<file path="config.mk">
export PLATFORM = sky130hd
export DESIGN_NAME = program_loader_flat
export DESIGN_NICKNAME = d
export VERILOG_FILES = /design/src/rtl/program_loader_pkg.sv /design/src/rtl/program_loader_if.sv /design/src/rtl/program_loader_word_assembler.sv /design/src/rtl/program_loader.sv /design/src/flat_wrapper.sv
export SDC_FILE = /design/constraint.sdc
export NUM_CORES = 1
export LEC_CHECK = 0
export ABC_CLOCK_PERIOD_IN_PS = 2500
export CAP_MARGIN = 20
export CORE_ASPECT_RATIO = 0.7
export CORE_MARGIN = 5
export CORE_UTILIZATION = 40
export CTS_CLUSTER_SIZE = 8
export DETAILED_ROUTE_END_ITERATION = 8
export PLACE_DENSITY_LB_ADDON = 0.2
export SYNTH_ARGS = -nofsm -noshare
export SYNTH_HDL_FRONTEND = slang
export SYNTH_SLANG_ARGS = --single-unit
</file>
<file path="constraint.sdc">
create_clock -name clock -period 2.5 [get_ports clock]
set_input_delay 0.375 -clock clock [delete_from_list [all_inputs] [get_ports clock]]
set_output_delay 0.375 -clock clock [all_outputs]
set_load 0.005 [all_outputs]
</file>
<file path="src/rtl/program_loader_pkg.sv">
// program_loader_pkg: shared sizes and loader state encoding
package program_loader_pkg;
  localparam int PL_WORD_SIZE = 16;
  localparam int PL_MEM_ADDR_SIZE = 8;
  typedef enum logic [3:0] {
    LDR_IDLE,
    LDR_LEN_HI,
    LDR_LEN_LO,
    LDR_DATA_HI,
    LDR_DATA_LO,
    LDR_WRITE,
    LDR_START,
    LDR_RUN,
    LDR_HALTED,
    LDR_ERROR
  } ldr_state_e;
endpackage

</file>
<file path="src/rtl/program_loader_if.sv">
// program_loader_if: valid/ready byte stream feeding the loader
interface program_loader_if;
  logic [7:0] in_data;
  logic in_valid;
  logic in_ready;
  modport master(output in_data, in_valid, input in_ready);
  modport slave(input in_data, in_valid, output in_ready);
endinterface

</file>
<file path="src/rtl/program_loader_word_assembler.sv">
// program_loader_word_assembler: packs a big-endian byte pair into one word
module program_loader_word_assembler
  import program_loader_pkg::*;
(
  input  logic                    clock,
  input  logic                    reset,
  input  logic                    hi_en,
  input  logic                    lo_en,
  input  logic [7:0]              byte_in,
  output logic [PL_WORD_SIZE-1:0] word
);
  logic [PL_WORD_SIZE-1:0] word_q, word_d;
  always_comb
    word_d = hi_en ? {byte_in, word_q[7:0]} : lo_en ? {word_q[15:8], byte_in} : word_q;
  always_ff @(posedge clock)
    if (!reset) word_q <= '0;
    else word_q <= word_d;
  assign word = word_q;
endmodule

</file>
<file path="src/rtl/program_loader.sv">
// program_loader: streams a length-prefixed program into memory, then runs the cpu until halt
module program_loader
  import program_loader_pkg::*;
#(
  parameter int WORD_SIZE     = PL_WORD_SIZE,
  parameter int MEM_ADDR_SIZE = PL_MEM_ADDR_SIZE
) (
  input  logic                     clock,
  input  logic                     reset,
  input  logic                     start,
  program_loader_if.slave          stream,
  output logic                     cpu_reset,
  output logic                     cpu_execute,
  input  logic                     cpu_halted,
  input  logic [MEM_ADDR_SIZE-1:0] cpu_mem_address,
  input  logic [WORD_SIZE-1:0]     cpu_mem_wdata,
  input  logic                     cpu_mem_read,
  input  logic                     cpu_mem_write,
  output logic [MEM_ADDR_SIZE-1:0] mem_address,
  output logic [WORD_SIZE-1:0]     mem_write_data,
  output logic                     mem_read,
  output logic                     mem_write,
  output logic                     busy,
  output logic                     done,
  output logic                     error
);
  localparam int MAX_LEN = 2 ** MEM_ADDR_SIZE;
  ldr_state_e state_q, state_d;
  logic [15:0] len_q, len_d, len_full;
  logic [MEM_ADDR_SIZE:0] addr_q, addr_d;
  logic [WORD_SIZE-1:0] word;
  logic take, run, wr;
  assign stream.in_ready = state_q inside {LDR_LEN_HI, LDR_LEN_LO, LDR_DATA_HI, LDR_DATA_LO};
  assign take = stream.in_valid & stream.in_ready;
  assign len_full = {len_q[15:8], stream.in_data};
  program_loader_word_assembler u_asm (
    .clock  (clock),
    .reset  (reset),
    .hi_en  (take && state_q == LDR_DATA_HI),
    .lo_en  (take && state_q == LDR_DATA_LO),
    .byte_in(stream.in_data),
    .word   (word)
  );
  always_comb begin
    state_d = state_q;
    len_d = len_q;
    addr_d = addr_q;
    case (state_q)
      LDR_IDLE, LDR_HALTED: if (start) begin
        state_d = LDR_LEN_HI;
        addr_d = '0;
      end
      LDR_LEN_HI: if (take) begin
        len_d = {stream.in_data, 8'h00};
        state_d = LDR_LEN_LO;
      end
      LDR_LEN_LO: if (take) begin
        len_d = len_full;
        state_d = len_full == 16'd0 ? LDR_START : int'(len_full) > MAX_LEN ? LDR_ERROR : LDR_DATA_HI;
      end
      LDR_DATA_HI: if (take) state_d = LDR_DATA_LO;
      LDR_DATA_LO: if (take) state_d = LDR_WRITE;
      LDR_WRITE: begin
        addr_d = addr_q + 1'b1;
        state_d = 16'(addr_d) == len_q ? LDR_START : LDR_DATA_HI;
      end
      LDR_START: state_d = LDR_RUN;
      LDR_RUN: if (cpu_halted) state_d = LDR_HALTED;
      default: ;
    endcase
  end
  always_ff @(posedge clock)
    if (!reset) begin
      state_q <= LDR_IDLE;
      len_q <= '0;
      addr_q <= '0;
    end else begin
      state_q <= state_d;
      len_q <= len_d;
      addr_q <= addr_d;
    end
  // the cpu owns the memory port only while running; the loader drives it only in WRITE
  assign run = state_q == LDR_RUN;
  assign wr = state_q == LDR_WRITE;
  assign cpu_reset = !(run || state_q == LDR_HALTED);
  assign cpu_execute = run;
  assign mem_read = run & cpu_mem_read;
  assign mem_write = run ? cpu_mem_write : wr;
  assign mem_address = run ? cpu_mem_address : wr ? addr_q[MEM_ADDR_SIZE-1:0] : '0;
  assign mem_write_data = run ? cpu_mem_wdata : wr ? word : '0;
  assign busy = state_q inside {LDR_LEN_HI, LDR_LEN_LO, LDR_DATA_HI, LDR_DATA_LO, LDR_WRITE, LDR_START};
  assign done = state_q == LDR_HALTED;
  assign error = state_q == LDR_ERROR;
endmodule
</file>
<file path="src/flat_wrapper.sv">
// flat-port wrapper written by rule: the top's interface ports become plain ports
module program_loader_flat import program_loader_pkg::*;
#(
  parameter int WORD_SIZE     = PL_WORD_SIZE,
  parameter int MEM_ADDR_SIZE = PL_MEM_ADDR_SIZE
)
  (clock, reset, start, cpu_reset, cpu_execute, cpu_halted, cpu_mem_address, cpu_mem_wdata, cpu_mem_read, cpu_mem_write, mem_address, mem_write_data, mem_read, mem_write, busy, done, error, stream_in_data, stream_in_valid, stream_in_ready);
  program_loader_if stream_i ();
  input  logic clock;
  input  logic reset;
  input  logic start;
  output logic cpu_reset;
  output logic cpu_execute;
  input  logic cpu_halted;
  input  logic [MEM_ADDR_SIZE-1:0] cpu_mem_address;
  input  logic [WORD_SIZE-1:0] cpu_mem_wdata;
  input  logic cpu_mem_read;
  input  logic cpu_mem_write;
  output logic [MEM_ADDR_SIZE-1:0] mem_address;
  output logic [WORD_SIZE-1:0] mem_write_data;
  output logic mem_read;
  output logic mem_write;
  output logic busy;
  output logic done;
  output logic error;
  input wire logic [$bits(stream_i.in_data)-1:0] stream_in_data;
  input wire logic [$bits(stream_i.in_valid)-1:0] stream_in_valid;
  output wire logic [$bits(stream_i.in_ready)-1:0] stream_in_ready;
  assign stream_i.in_data = stream_in_data;
  assign stream_i.in_valid = stream_in_valid;
  assign stream_in_ready = stream_i.in_ready;
  program_loader #(.WORD_SIZE(WORD_SIZE), .MEM_ADDR_SIZE(MEM_ADDR_SIZE)) u_core (.clock(clock), .reset(reset), .start(start), .stream(stream_i), .cpu_reset(cpu_reset), .cpu_execute(cpu_execute), .cpu_halted(cpu_halted), .cpu_mem_address(cpu_mem_address), .cpu_mem_wdata(cpu_mem_wdata), .cpu_mem_read(cpu_mem_read), .cpu_mem_write(cpu_mem_write), .mem_address(mem_address), .mem_write_data(mem_write_data), .mem_read(mem_read), .mem_write(mem_write), .busy(busy), .done(done), .error(error));
endmodule
</file>
==> impl_metrics.tcl <==
set metrics [dict create \
    switching_share_pct 29.91 \
    fp.dieW_um 107.3 \
    tightest_slew_ns 0.5614 \
    via_per_inst 5.264 \
    finalNonFillerCells 492 \
    status "completed" \
    power_switching_w 0.0004807 \
    fin_crit_sh_pct 91.06 \
    num-nets-final 440 \
    multi_input_area_um2 1634 \
    rsz0062_at_grt "false" \
    r2r-start "u_core.addr_q[1]" \
    reg2reg_depth 6 \
    io_pins 71 \
    synth_ff_type "dfxtp_1" \
    die_h_um 78.12 \
    slew_violations 0 \
    wl_met3_um 467 \
    path_cells "and2_1 > nand2_1 > inv_1 > and2_1 > clkdlybuf4s50_1" \
    setup-tns-final_ns 0 \
    fin_skew_ns 0.004033 \
    cp_slowest_cell "dfxtp_1" \
    netlist_instances 325 \
    crit_path_end_kind "output port" \
    drc 0 \
    cts_sinks 45 \
    whs_endpoint "u_core.len_q[12]" \
    synth_cell_types 52 \
    met1Wirelength_um 3889 \
    netlist_area_um2 2651 \
    grt_usage_pct 17.91 \
    wl_per_cell_um 15.12 \
    hold_path.class "register to register" \
    critPathLaunchType "register" \
    place_inst 484 \
    synth_fp_nets 365 \
    core_um2 6336 \
    ff2ff_setup_slack_ns 0.50 \
    worst-endpoint-arrival_ns 1.90 \
    hpwlAfterDp_um 5685 \
    cts-hold-fix-buffers 0 \
    yosysMostFrequentCell "nor2_1" \
    initial_core_util_pct 41.84 \
    num_rows 24 \
    area.growth.synth_to_final_pct 35.63 \
    insertion_delay_ns 0.30 \
    vias 2590 \
    async_flop_share_pct 0 \
    power.share.clock_pct 27.3 \
    vdd_ir_drop_max_uv 331.7 \
    intPower_w 0.001127 \
    drive_gt1_share_pct 8.728 \
    grt_max_degree 35 \
    root_buffer "clkbuf_8" \
    dieArea_um2 8383 \
    timing.hold.ws_ns 0.4559 \
    cts_buffers 5 \
    comb_power_share_pct 25.5 \
    diodes 0 \
    htreeDepth 2 \
    path_buf_inv 2 \
    r2r_end "u_core.state_q[0]" \
    yosysWarnings 0 \
    grt-ovfl-total 0 \
    p_per_area_nw_per_um2 447.0 \
    synth_area_leaders "dfxtp_1, mux2i_1, nor2_1, a21oi_1, xnor2_1" \
    leakage_nw 1.145 \
    cts_setup_buffers 0 \
    synth_edf_count 0 \
    path_clk_slew_ns 0.08 \
    cpMostUsedCell "and2_1" \
    ys_ff_latch 45 \
    netlist.area_leader.share_pct 33.98 \
    synth_top_cell_by_area "dfxtp_1" \
    synth_commonest_cells "nor2_1, dfxtp_1, mux2i_1, a21oi_1, nand2_1" \
    yosysSeqAreaShare_pct 33.98 \
    hold_start "u_core.len_q[12]" \
    seq_area_um2 902.1 \
    cts_resized 0 \
    highest_layer "met4" \
    syn_avg_cell_area_um2 8.158 \
    cts_tree "yes" \
    ant_nets 0 \
    firstDrtPassIters 5 \
    antenna_found_initial 0 \
    crit_path_max_incr_delay_ns 0.60 \
    io_buffer_count 70 \
    hold_depth 2 \
    setup_violations 0 \
    crit_family "flip-flops" \
    clock_path_buffers 2 \
    seqPwrFrac_pct 47.2 \
    period_needed_ns 2.276 \
    wl_met2_um 3035 \
    final_hold_viol_count 0 \
    grt_pass1_wl_um 12210 \
    grt_pass1_vias 2345 \
    path_class "register to output port" \
    fillers 597 \
    finalWirelength_um 7437 \
    maxCapViolCount 0 \
    max_freq_ghz 0.4393 \
    gp_congestion 0.8595 \
    max_slew_margin_pct 62.43 \
    cp.required_ns 2.12 \
    critPathMaxFanout 12 \
    drtIter0Drc 185 \
]
==> power groups by stage <==
stage | logic [W] | clock network (W) | registers [W]
CTS | 0.000408 | 0.000445 | 0.000759
finish | 0.000409 | 0.000439 | 0.000759
global route | 0.000444 | 0.000477 | 0.000763
detailed placement | 0.000406 | 0 | 0.000776
global placement | 0.000398 | 0 | 0.000776
floorplan | 0.000246 | 0 | 0.000770
==> state kept, by name (all words and copies together) (netlist names) <==
name and flops:
u_core.len_q 16, u_core.u_asm.word 16, u_core.addr_q 9, u_core.state_q 4
==> worst min-delay path, cell delays in order (launching register included) <==
cell	delay, ns
dfxtp_1	0.31
nand2_1	0.05
a21oi_1	0.05
==> cell type report <==
cell class | count | share of cell area [%]
multi-input cells | 255 | 45.44
inverters | 6 | 0.6263
clock inverters | 2 | 0.2784
clock buffers | 6 | 2.018
repair buffers | 87 | 23.38
well taps | 91 | 3.166
flip-flops and latches | 45 | 25.09
==> logic make-up (layout without fill, tap and decap cells) <==
kind of cell	after synthesis	after routing	synth area share (%)
muxes	40	40	15.10
DFF	45	45	33.98
buffers and inverters	25	101	4.389
adders and majority gates	1	1	0.4718
AOI/OAI and AO/OA	62	62	16.05
and+or+nand+nor	139	139	25.72
xor gates and xnor gates	13	13	4.295
==> layer usage <==
metal	GRT usage [%]	vias up
li1	-	1308
met1	27.83	1196
met2	24.66	82
met3	4.262	4
met4	3.959	0
met5	0	-
==> worst max-delay path by stage <==
stage	start	endpoint	slack, ns	cells past startpoint
after floorplan	u_core.addr_q[0]	u_core.state_q[0]	0.71	7
after global placement	stream_in_data[2]	u_core.state_q[0]	0.26	6
after detailed placement	stream_in_valid	u_core.state_q[0]	0.24	6
after CTS	u_core.state_q[2]	mem_write_data[0]	0.21	4
after global routing	u_core.state_q[2]	mem_read	0.09	5
final	u_core.state_q[2]	mem_read	0.22	5
==> cells in the final DEF (no fill, tap or decap), types with 2 or more instances in the layout <==
master / instances
clkdlybuf4s50_1: 70
nor2_1: 68
dfxtp_1: 44
mux2i_1: 40
a21oi_1: 20
nand2_1: 19
buf_4: 16
nand3_1: 14
xnor2_1: 10
o21ai_0: 9
a22oi_1: 9
and2_1: 5
inv_1: 5
nor3_1: 5
nor4_1: 5
clkbuf_8: 5
o21a_1: 4
xor2_1: 3
o31a_1: 3
nand4_1: 3
a211oi_1: 3
nand3b_2: 2
nand4b_1: 2
o31ai_1: 2
o32ai_1: 2
a21boi_0: 2
or3_1: 2
nand3b_1: 2
or4_1: 2
clkinv_2: 2
==> metrics by stage <==
step,area (µm²),utilization [%],setup slack (ns),power [W]
5_1_grt,3596,56.75,0.08637,0.001684
6_report,3596,56.75,0.2236,0.001607
2_1_floorplan,2651,-,0.7088,0.001015
3_5_place_dp,3513,55.45,0.2448,0.001182
3_3_place_gp,3513,55.45,0.2626,0.001175
4_1_cts,3596,56.75,0.2106,0.001612
Note: power is estimated with default switching activity, not from simulation.
